## src/rtl/audio_pkg.sv

```systemverilog
`default_nettype none
// ============================================================================
//  Module      : audio_pkg
//  Description : Shared types and constants for the audio PWM output stage.
//  Revision    : 1.0 - initial release
// ============================================================================
package audio_pkg;

    typedef enum logic [1:0] {
        MUTED = 2'd0,
        RAMP  = 2'd1,
        RUN   = 2'd2
    } ramp_state_e;

    localparam int MIDSCALE = 128;
    localparam int GAIN_MAX = 8;
    localparam int PWM_BITS = 8;

    // Gain the ramp is heading for; volumes above full scale clamp to GAIN_MAX.
    function automatic logic [3:0] gain_target(input logic mute_i, input logic [3:0] vol_i);
        if (mute_i || (vol_i == 4'd0)) begin
            return 4'd0;
        end
        if (vol_i > 4'(GAIN_MAX)) begin
            return 4'(GAIN_MAX);
        end
        return vol_i;
    endfunction

endpackage
`default_nettype wire

```

## src/rtl/audio_pwm_out_gain_ramp.sv

```systemverilog
`default_nettype none
// ============================================================================
//  Module      : gain_ramp
//  Description : Soft mute / volume ramp FSM, gain register and amplifier enable.
//  Revision    : 1.0 - initial release
// ============================================================================
module gain_ramp
    import audio_pkg::*;
#(
    parameter int RAMP_PERIODS = 64
) (
    input  logic       clk_i,
    input  logic       rst_ni,
    input  logic [3:0] target_i,
    input  logic       boundary_i,
    output logic [3:0] gain_o,
    output logic       aud_sd_o
);

    localparam int              c_CNT_W   = 10;
    localparam logic [c_CNT_W-1:0] c_TICK_AT = c_CNT_W'(RAMP_PERIODS - 1);

    ramp_state_e        state_q, state_d;
    logic [c_CNT_W-1:0] per_cnt_q, per_cnt_d;
    logic [3:0]         gain_q, gain_d;
    logic               aud_sd_q, aud_sd_d;
    logic               w_ramp_tick;

    always_ff @(posedge clk_i or negedge rst_ni) begin
        if (!rst_ni) begin
            state_q   <= MUTED;
            per_cnt_q <= '0;
            gain_q    <= 4'd0;
            aud_sd_q  <= 1'b0;
        end else begin
            state_q   <= state_d;
            per_cnt_q <= per_cnt_d;
            gain_q    <= gain_d;
            aud_sd_q  <= aud_sd_d;
        end
    end

    always_comb begin
        state_d = state_q;
        case (state_q)
            MUTED: begin
                if (target_i != 4'd0) begin
                    state_d = RAMP;
                end
            end
            RAMP: begin
                if (gain_q == target_i) begin
                    state_d = (target_i == 4'd0) ? MUTED : RUN;
                end
            end
            RUN: begin
                if (target_i != gain_q) begin
                    state_d = RAMP;
                end
            end
            default: state_d = MUTED;
        endcase
    end

    assign w_ramp_tick = boundary_i && (per_cnt_q == c_TICK_AT);

    // Period counter only runs while ramping, so every ramp starts a fresh full step.
    always_comb begin
        per_cnt_d = per_cnt_q;
        gain_d    = gain_q;
        aud_sd_d  = (state_q != MUTED);
        if (state_q != RAMP) begin
            per_cnt_d = '0;
        end else if (boundary_i) begin
            per_cnt_d = w_ramp_tick ? '0 : per_cnt_q + c_CNT_W'(1);
        end
        if ((state_q == RAMP) && w_ramp_tick) begin
            if (gain_q < target_i) begin
                gain_d = gain_q + 4'd1;
            end else if (gain_q > target_i) begin
                gain_d = gain_q - 4'd1;
            end
        end
        if (state_q == MUTED) begin
            gain_d = 4'd0;
        end
    end

    assign gain_o   = gain_q;
    assign aud_sd_o = aud_sd_q;

endmodule
`default_nettype wire

```

## src/rtl/audio_pwm_out.sv

```systemverilog
`default_nettype none
// ============================================================================
//  Module      : audio_pwm_out
//  Description : Music/effect mixer with ducking, ramped gain and 1-bit PWM out.
//                Define AUDIO_DELTA_SIGMA_EN for first-order delta-sigma output.
//  Revision    : 1.0 - initial release
// ============================================================================
module audio_pwm_out
    import audio_pkg::*;
#(
    parameter int RAMP_PERIODS = 64
) (
    input  logic       clk_in,
    input  logic       reset_in,
    input  logic [7:0] bgm_sample,
    input  logic [7:0] sfx_sample,
    input  logic       sfx_valid,
    input  logic [3:0] volume,
    input  logic       mute,
    output logic       pwm_out,
    output logic       aud_sd
);

    localparam logic [PWM_BITS-1:0] c_DUTY_MID = PWM_BITS'(MIDSCALE);
    localparam logic [PWM_BITS-1:0] c_CNT_LAST = {PWM_BITS{1'b1}};

    logic signed [8:0]    w_b, w_s, w_b_half;
    logic signed [9:0]    w_mix;
    logic signed [7:0]    w_mix_sat;
    logic signed [11:0]   w_prod;
    logic [7:0]           w_duty_next;
    logic [3:0]           w_gain, w_target;
    logic                 w_boundary, w_aud_sd;
    logic                 w_unused_prod;

    logic signed [7:0]    mix_q;
    logic [PWM_BITS-1:0]  duty_next_q, duty_q, pwm_cnt_q;

    assign w_b      = $signed({1'b0, bgm_sample}) - 9'sd128;
    assign w_s      = $signed({1'b0, sfx_sample}) - 9'sd128;
    assign w_b_half = w_b >>> 1;

    // Ducking halves the music before the effect is added on top.
    assign w_mix = sfx_valid ? ($signed({w_b_half[8], w_b_half}) + $signed({w_s[8], w_s}))
                             : $signed({w_b[8], w_b});

    always_comb begin
        w_mix_sat = w_mix[7:0];
        if (w_mix > 10'sd127) begin
            w_mix_sat = 8'sd127;
        end else if (w_mix < -10'sd128) begin
            w_mix_sat = -8'sd128;
        end
    end

    // |mix * gain| <= 1024, so bits [10:3] are exactly floor(prod / 8).
    assign w_prod        = $signed({{4{mix_q[7]}}, mix_q}) * $signed({8'd0, w_gain});
    assign w_duty_next   = {~w_prod[10], w_prod[9:3]};
    assign w_unused_prod = ^{w_prod[11], w_prod[2:0]};

    assign w_boundary = (pwm_cnt_q == c_CNT_LAST);
    assign w_target   = gain_target(mute, volume);

    always_ff @(posedge clk_in or negedge reset_in) begin
        if (!reset_in) begin
            mix_q       <= '0;
            duty_next_q <= c_DUTY_MID;
            duty_q      <= c_DUTY_MID;
            pwm_cnt_q   <= '0;
        end else begin
            mix_q       <= w_mix_sat;
            duty_next_q <= w_duty_next;
            pwm_cnt_q   <= pwm_cnt_q + PWM_BITS'(1);
            if (w_boundary) begin
                duty_q <= duty_next_q;
            end
        end
    end

    gain_ramp #(
        .RAMP_PERIODS (RAMP_PERIODS)
    ) u_ramp (
        .clk_i      (clk_in),
        .rst_ni     (reset_in),
        .target_i   (w_target),
        .boundary_i (w_boundary),
        .gain_o     (w_gain),
        .aud_sd_o   (w_aud_sd)
    );

`ifdef AUDIO_DELTA_SIGMA_EN
    logic [PWM_BITS:0] acc_q, acc_d;

    always_comb begin
        acc_d = '0;
        if (w_aud_sd) begin
            acc_d = {1'b0, acc_q[PWM_BITS-1:0]} + {1'b0, duty_q};
        end
    end

    always_ff @(posedge clk_in or negedge reset_in) begin
        if (!reset_in) begin
            acc_q <= '0;
        end else begin
            acc_q <= acc_d;
        end
    end

    assign pwm_out = acc_q[PWM_BITS];
`else
    logic pwm_q;

    always_ff @(posedge clk_in or negedge reset_in) begin
        if (!reset_in) begin
            pwm_q <= 1'b0;
        end else begin
            pwm_q <= (pwm_cnt_q < duty_q);
        end
    end

    assign pwm_out = pwm_q;
`endif

    assign aud_sd = w_aud_sd;

endmodule
`default_nettype wire

```

## config.mk

```make
export PLATFORM = sky130hd
export DESIGN_NAME = audio_pwm_out
export DESIGN_NICKNAME = d
export VERILOG_FILES = /design/src/rtl/audio_pkg.sv /design/src/rtl/audio_pwm_out_gain_ramp.sv /design/src/rtl/audio_pwm_out.sv
export SDC_FILE = /design/constraint.sdc
export NUM_CORES = 1
export LEC_CHECK = 0
export CORE_MARGIN = 4
export CORE_UTILIZATION = 45
export CTS_CLUSTER_DIAMETER = 40
export DETAILED_ROUTE_END_ITERATION = 8
export DONT_BUFFER_PORTS = 1
export SYNTH_ARGS = -nofsm -noshare
export SYNTH_HDL_FRONTEND = slang
export SYNTH_SLANG_ARGS = --single-unit
```

## constraint.sdc

```tcl
create_clock -name clk_in -period 9.78 [get_ports clk_in]
set_input_delay 0.489 -clock clk_in [delete_from_list [all_inputs] [get_ports clk_in]]
set_output_delay 0.489 -clock clk_in [all_outputs]
set_load 0.03 [all_outputs]
```

# Word level (Yosys, flattened, before mapping)

Index checks and enable logic that the tools add are counted.
Widths: inputs -> output; s select.

Add/sub/neg operators: 7
Multipliers: 1
Order comparisons: 6
Equal/unequal tests: 10
Muxes and demuxes: 22
Bitwise gates (word level): 1
Reductions and logical operators: 13

Operator list:

| kind                  | number |
|---|---|
| $mux 10               | 4 |
| $mux 4                | 8 |
| $sub 8x8->9 const B   | 2 |
| $mux 8                | 2 |
| $mul 8x5->11          | 1 |
| $add 10x1->10 const B | 1 |
| $add 8x9->10          | 1 |
| $eq 10x6->1 const B   | 1 |
| $gt 10x8->1 const B   | 1 |
| $lt 10x8->1 const B   | 1 |
| $add 8x1->8 const B   | 1 |
| $eq 8x8->1 const B    | 1 |
| $logic_not 4->1       | 2 |
| $lt 8x8->1            | 1 |
| $mux 2                | 4 |
| $ne 2x1->1 const B    | 4 |
| $pmux 2 s3            | 1 |
| $reduce_bool 2->1     | 3 |
| $add 4x1->4 const B   | 1 |
| $eq 4x4->1            | 1 |
| $gt 4x4->1            | 1 |
| $gt 4x4->1 const B    | 1 |
| $lt 4x4->1            | 1 |
| $ne 4x4->1            | 1 |
| other kinds (12)      | 15 |

Bits in registers: 50
Input port bits: 24
Output and inout bits: 2
Logic and storage cells: 69

# Logic depth before layout (Yosys ltp)

Depth after elaboration: 11
Mapped depth: 13
Gate-level depth less buffers: 12

# Hierarchy

From an unflattened synthesis, not the netlist that was laid out.

Cell total of the unflattened synthesis: 391
Area total of the unflattened synthesis: 3900.0 µm²

Modules (own cells, without submodules):

| module        | instances | cells each | area each (µm²) | sequential area each (µm²) |
|---|---|---|---|---|
| audio_pwm_out | 1         | 287        | 2874.0          | 828.3 |
| gain_ramp     | 1         | 104        | 1026.0          | 425.4 |

# Worst setup path after synthesis

OpenSTA, ideal clock, no wires.

Path type: reg2reg
Start: register u_ramp.gain_q[2] (netlist: u_ramp.gain_o[2])
End: register duty_next_q[7]
Library setup time: 75 ps
Arrival time: 3285 ps
Required time: 9705 ps
Setup slack: 6420 ps
Cell stages (with the launch flop): 13
Clock period less this slack: 3360 ps
Cell sequence: dfrtp_1 > clkbuf_1 > and2_1 > ha_1 > fa_1 > inv_1 > fa_1 > inv_1 > ha_1 > nor2b_1 > o31a_1 > o41ai_1 > xnor2_1

Cells in the longest elaborated chain, start to end: 2

Ends and longest elaborated chain:

| element                | RTL line                      | source |
|---|---|---|
| start, declared        | audio_pwm_out_gain_ramp.sv:25 | `logic [3:0] gain_q, gain_d;` |
| start signal, assigned | audio_pwm_out_gain_ramp.sv:38 | `gain_q <= gain_d;` |
| $mul 8x5->11           | audio_pwm_out.sv:57           | `assign w_prod = $signed({{4{mix_q[7]}}, mix_q}) * $signed({8'd0, w_gain});` |
| $not 1->1              | audio_pwm_out.sv:58           | `assign w_duty_next = {~w_prod[10], w_prod[9:3]};` |
| via w_duty_next[7]     | audio_pwm_out.sv:31           | `logic [7:0] w_duty_next;` |
| end signal, assigned   | audio_pwm_out.sv:67           | `duty_next_q <= c_DUTY_MID;` |
| end signal, assigned   | audio_pwm_out.sv:72           | `duty_next_q <= w_duty_next;` |
| end, declared          | audio_pwm_out.sv:37           | `logic [PWM_BITS-1:0] duty_next_q, duty_q, pwm_cnt_q;` |

The timed path passes the listed nets, and every way through them passes these cells.
A chain may end at the register's enable or synchronous reset.

# Worst setup path after layout

Same ends and word-level chain as after synthesis.

==> flow_summary.rst <==
.. list-table::
   :header-rows: 1

   * - Metric
     - Value
   * - Routing usage on met2
     - 0.247
   * - First-iteration detailed-routing DRC count
     - 50
   * - Prevailing post-synth register cell
     - dfrtp_1
   * - IR Drop Worst-Case VDD
     - about 0.000069 V
   * - Top-level I/O count
     - 26
   * - FF+latch area
     - roughly 1300 sq um
   * - Cell Rows
     - 32
   * - Router iterations before antenna repair
     - 4
   * - Area grow syn2layout
     - 5.88%
   * - Unrepaired setup endpoints after global routing
     - false
   * - Post-synthesis async set-or-reset flop share
     - 1.00
   * - Part of the cycle the worst path needs
     - 0.361
   * - R2R setup slack
     - roughly 6200 ps
   * - Cell at the slowest stage of the critical path
     - fa_1
   * - Global-route met3 utilization
     - 0.0234
   * - Instance area after placement
     - 3820 sq um
   * - Fraction of post-synthesis cell area in the top cell type by area
     - 0.322
   * - Routing layer with the top usage in global route
     - met2
   * - Clock Latency Late Sink
     - about 300 ps
   * - CP Cell Sequence
     - and2_1 -> ha_1 -> fa_1 -> inv_1 -> fa_1 -> inv_1 -> ha_1 -> nor2b_1 -> o31a_1 -> o41ai_1 -> xnor2_1
   * - Die span in y
     - around 99 microns
   * - Net count of the finished layout
     - between 400 and 500
   * - Average wire per standard cell
     - 13.5 microns
   * - Total half-perimeter wirelength after legalization and detailed placement
     - roughly 5100 microns
   * - Level count of the clock H-tree
     - 2
   * - Buffer type at the clock tree root
     - clkbuf_8
   * - Post-Syn Instances
     - 384
   * - Effective utilization at floorplan
     - 0.472
   * - Slew margin rel.
     - 0.466
   * - Static leakage
     - roughly 1.9 nW
   * - Library cell with the highest instance count after synthesis
     - dfrtp_1
   * - Aggregate global-route resource usage
     - 0.141
   * - Maximum clock insertion buffer count
     - 2
   * - TritonCTS clock tree
     - done
   * - Clock edge transition at the registers on the reported setup and hold paths
     - ~100 ps
   * - Max-capacitance violation count
     - 0
   * - Tightest hold margin
     - approximately 22 ps
   * - Worst reg2reg path endpoint
     - duty_next_q[7]
   * - Number of setup violations in the final report
     - 0
   * - Number of filler cells placed in the layout
     - 742
   * - Antenna Cells
     - 0
   * - Post-Place Worst Slack
     - 6240 ps
   * - Worst r2r src
     - u_ramp.gain_o[2]
   * - Largest net degree at the start of global routing
     - roughly 50
   * - Achievable clock frequency
     - approximately 280 MHz
   * - Crit start category
     - flip-flop
   * - Area of the multi-input gates
     - about 2300 sq um
   * - Number of CTS-inserted buffers
     - 5
   * - Core Area
     - 7890 sq um
   * - Tmin final
     - 3530 ps
   * - Worst endpoint required time
     - ~10000 ps
   * - Share of layout cells above drive strength 1
     - 0.0623
   * - Remaining antenna violation count after routing
     - 0
   * - Power per standard cell area
     - 109 nW/um^2
   * - Post-synthesis instance area
     - between 3000 and 4000 sq um
   * - DRC errors left
     - 0
   * - Biggest area contributors in the synthesized netlist
     - dfrtp_1, ha_1, fa_1
   * - Per-cell via count in the routed design
     - about 5.3
   * - Final Max Slew Viols
     - 0
   * - Outcome
     - finished, final reports clean
   * - Width of the chip
     - 99.0 microns
   * - Post-Synthesis Net Count
     - 464
   * - Met1 Use GR
     - 0.172
   * - Detailed Route WL
     - 6590 microns
   * - Critical path arrival
     - between 3000 and 4000 ps
   * - First-pass GRT wire length
     - 11600 microns
   * - Peak per-stage delay on the critical path
     - around 550 ps
   * - Routability congestion estimate from global placement
     - roughly 0.8
   * - Final Skew
     - 7.93 ps
   * - Nature of the critical path endpoint
     - flip-flop
   * - Via count of the first global-routing pass
     - ~2700
   * - Cell accounting for the most synthesized area
     - dfrtp_1
   * - CP max FO
     - 12
   * - Yosys cell types
     - 52
   * - Yosys warnings
     - 0
   * - Port Buffer Count
     - 0
   * - Area of the die
     - a little under 10000 sq um
   * - Top cells by instance count after synthesis
     - dfrtp_1, ha_1, inv_1, nand2_1, and2_1
   * - Beginning of the critical path
     - u_ramp.gain_o[2]
   * - Avg Synthesized Cell Area
     - between 9 and 10 sq um
   * - Worst Tran Pin Value
     - about 800 ps
   * - Hold violation total from the final report
     - 0
   * - Crit path kind
     - flip-flop to flip-flop
   * - Class of the tightest hold or removal check
     - primary input to async pin
   * - Vias
     - ~2600
   * - Flops & latches, synth
     - 50
   * - Slack of the critical path
     - around 6200 ps
   * - Post-cts gate resize count
     - 0
   * - Number of cells traversed by the worst register-to-register path
     - 11
   * - Final core utilization
     - 0.500
   * - Register area share after synthesis
     - 0.336
   * - Global-route congestion overflow total
     - 0
   * - Clk sinks
     - 50
   * - Initial antenna violation count
     - 0
   * - Number of flops mapped to enable cells by yosys
     - 0
   * - Total non-filler cell area in the finished layout
     - 3950 sq um
   * - Sum of negative setup slack
     - 0 ps
-- metal layers --
metal	part of all wire	vias to the layer above
li1	-	1312
met1	0.46	1218
met2	0.49	36
met3	0.028	12
met4	0.022	0
met5	0	-
-- critical path, delay by kind of cell, from the launching register on --
kind	cells	cell delay, ps
flip-flops	1	520
buffers and inverters	2	100
AND/OR/NAND/NOR	2	370
XOR/XNOR	1	170
adder cells (fa/ha/maj)	4	1710
AO/OA/AOI/OAI	2	580
-- registers in the layout, summed over array words and instances, names as in the netlist --
signal            count
duty_q                8
duty_next_q           8
pwm_out               1
pwm_cnt_q             8
u_ramp.state_q        2
u_ramp.aud_sd_o       1
u_ramp.gain_o         4
u_ramp.per_cnt_q     10
mix_q                 8
-- per-stage QoR --
stage,instances,power [W]
after global placement,478,0.000301
after floorplan,384,0.000287
after global routing,487,0.000451
after CTS,487,0.000435
final,487,0.000429
after detailed placement,478,0.000301
-- worst max path at each step --
stage                                end  cells past startpoint  slack, ps
after floorplan           duty_next_q[7]                     12       6420
after global placement    duty_next_q[7]                     11       6370
after detailed placement  duty_next_q[7]                     11       6240
after CTS                 duty_next_q[7]                     11       6220
after global routing      duty_next_q[7]                     12       6030
final                     duty_next_q[7]                     11       6250
-- cells in the final DEF, fill, tap and decap left out, types with 2 or more instances in the layout --
cell type  count
nor2b_1        5
nor2_1        20
and4_1         2
nand4_1        6
nand2_1       34
mux2i_1        3
nand3_1        9
or3_1          3
o211a_1        2
xnor2_1       18
a211o_1        3
ha_1          40
xor2_1        15
dfrtp_1       48
or2_2          3
nor3_1         4
o21a_1         3
o21ai_1        2
and2_1        23
o21ai_0       15
nand2b_1       6
a21oi_1       16
o211ai_1       2
o41ai_1        2
inv_1         37
a21o_1         6
o221a_2        6
a211oi_1       3
and3_1         4
fa_1          16
dfstp_2        2
clkbuf_8       6
-- power breakdown --
group / switching [W] / total [W] / leakage (nW) / internal (W)
clock network: 0.0000700 / 0.000127 / 0.0472 / 0.0000570
logic: 0.0000419 / 0.0000711 / 1.23 / 0.0000292
registers: 0.0000137 / 0.000231 / 0.653 / 0.000217
-- repair_timing --
item                                   CTS  global route
buffers inserted                         0             0
hold buffers                             1             0
endpoints found under the hold margin   48             0
-- cells by family after synthesis --
group	after synthesis	synth area share
simple gates	128	0.185
buf+inv	45	0.0457
xor+xnor	33	0.0776
fa+ha+maj	56	0.220
compound gates	69	0.127
flops	50	0.336
mux	3	0.00806
-- final cells by class --
| class | count | area share |
|---|---|---|
| well taps | 102 | 0.0324 |
| clock inverters | 2 | 0.00317 |
| clock buffers | 6 | 0.0209 |
| inverters | 37 | 0.0352 |
| flip-flops and latches | 50 | 0.318 |
| repair buffers | 1 | 0.00698 |
| multi-input cells | 289 | 0.584 |
Note: power is estimated with default switching activity, not from simulation.
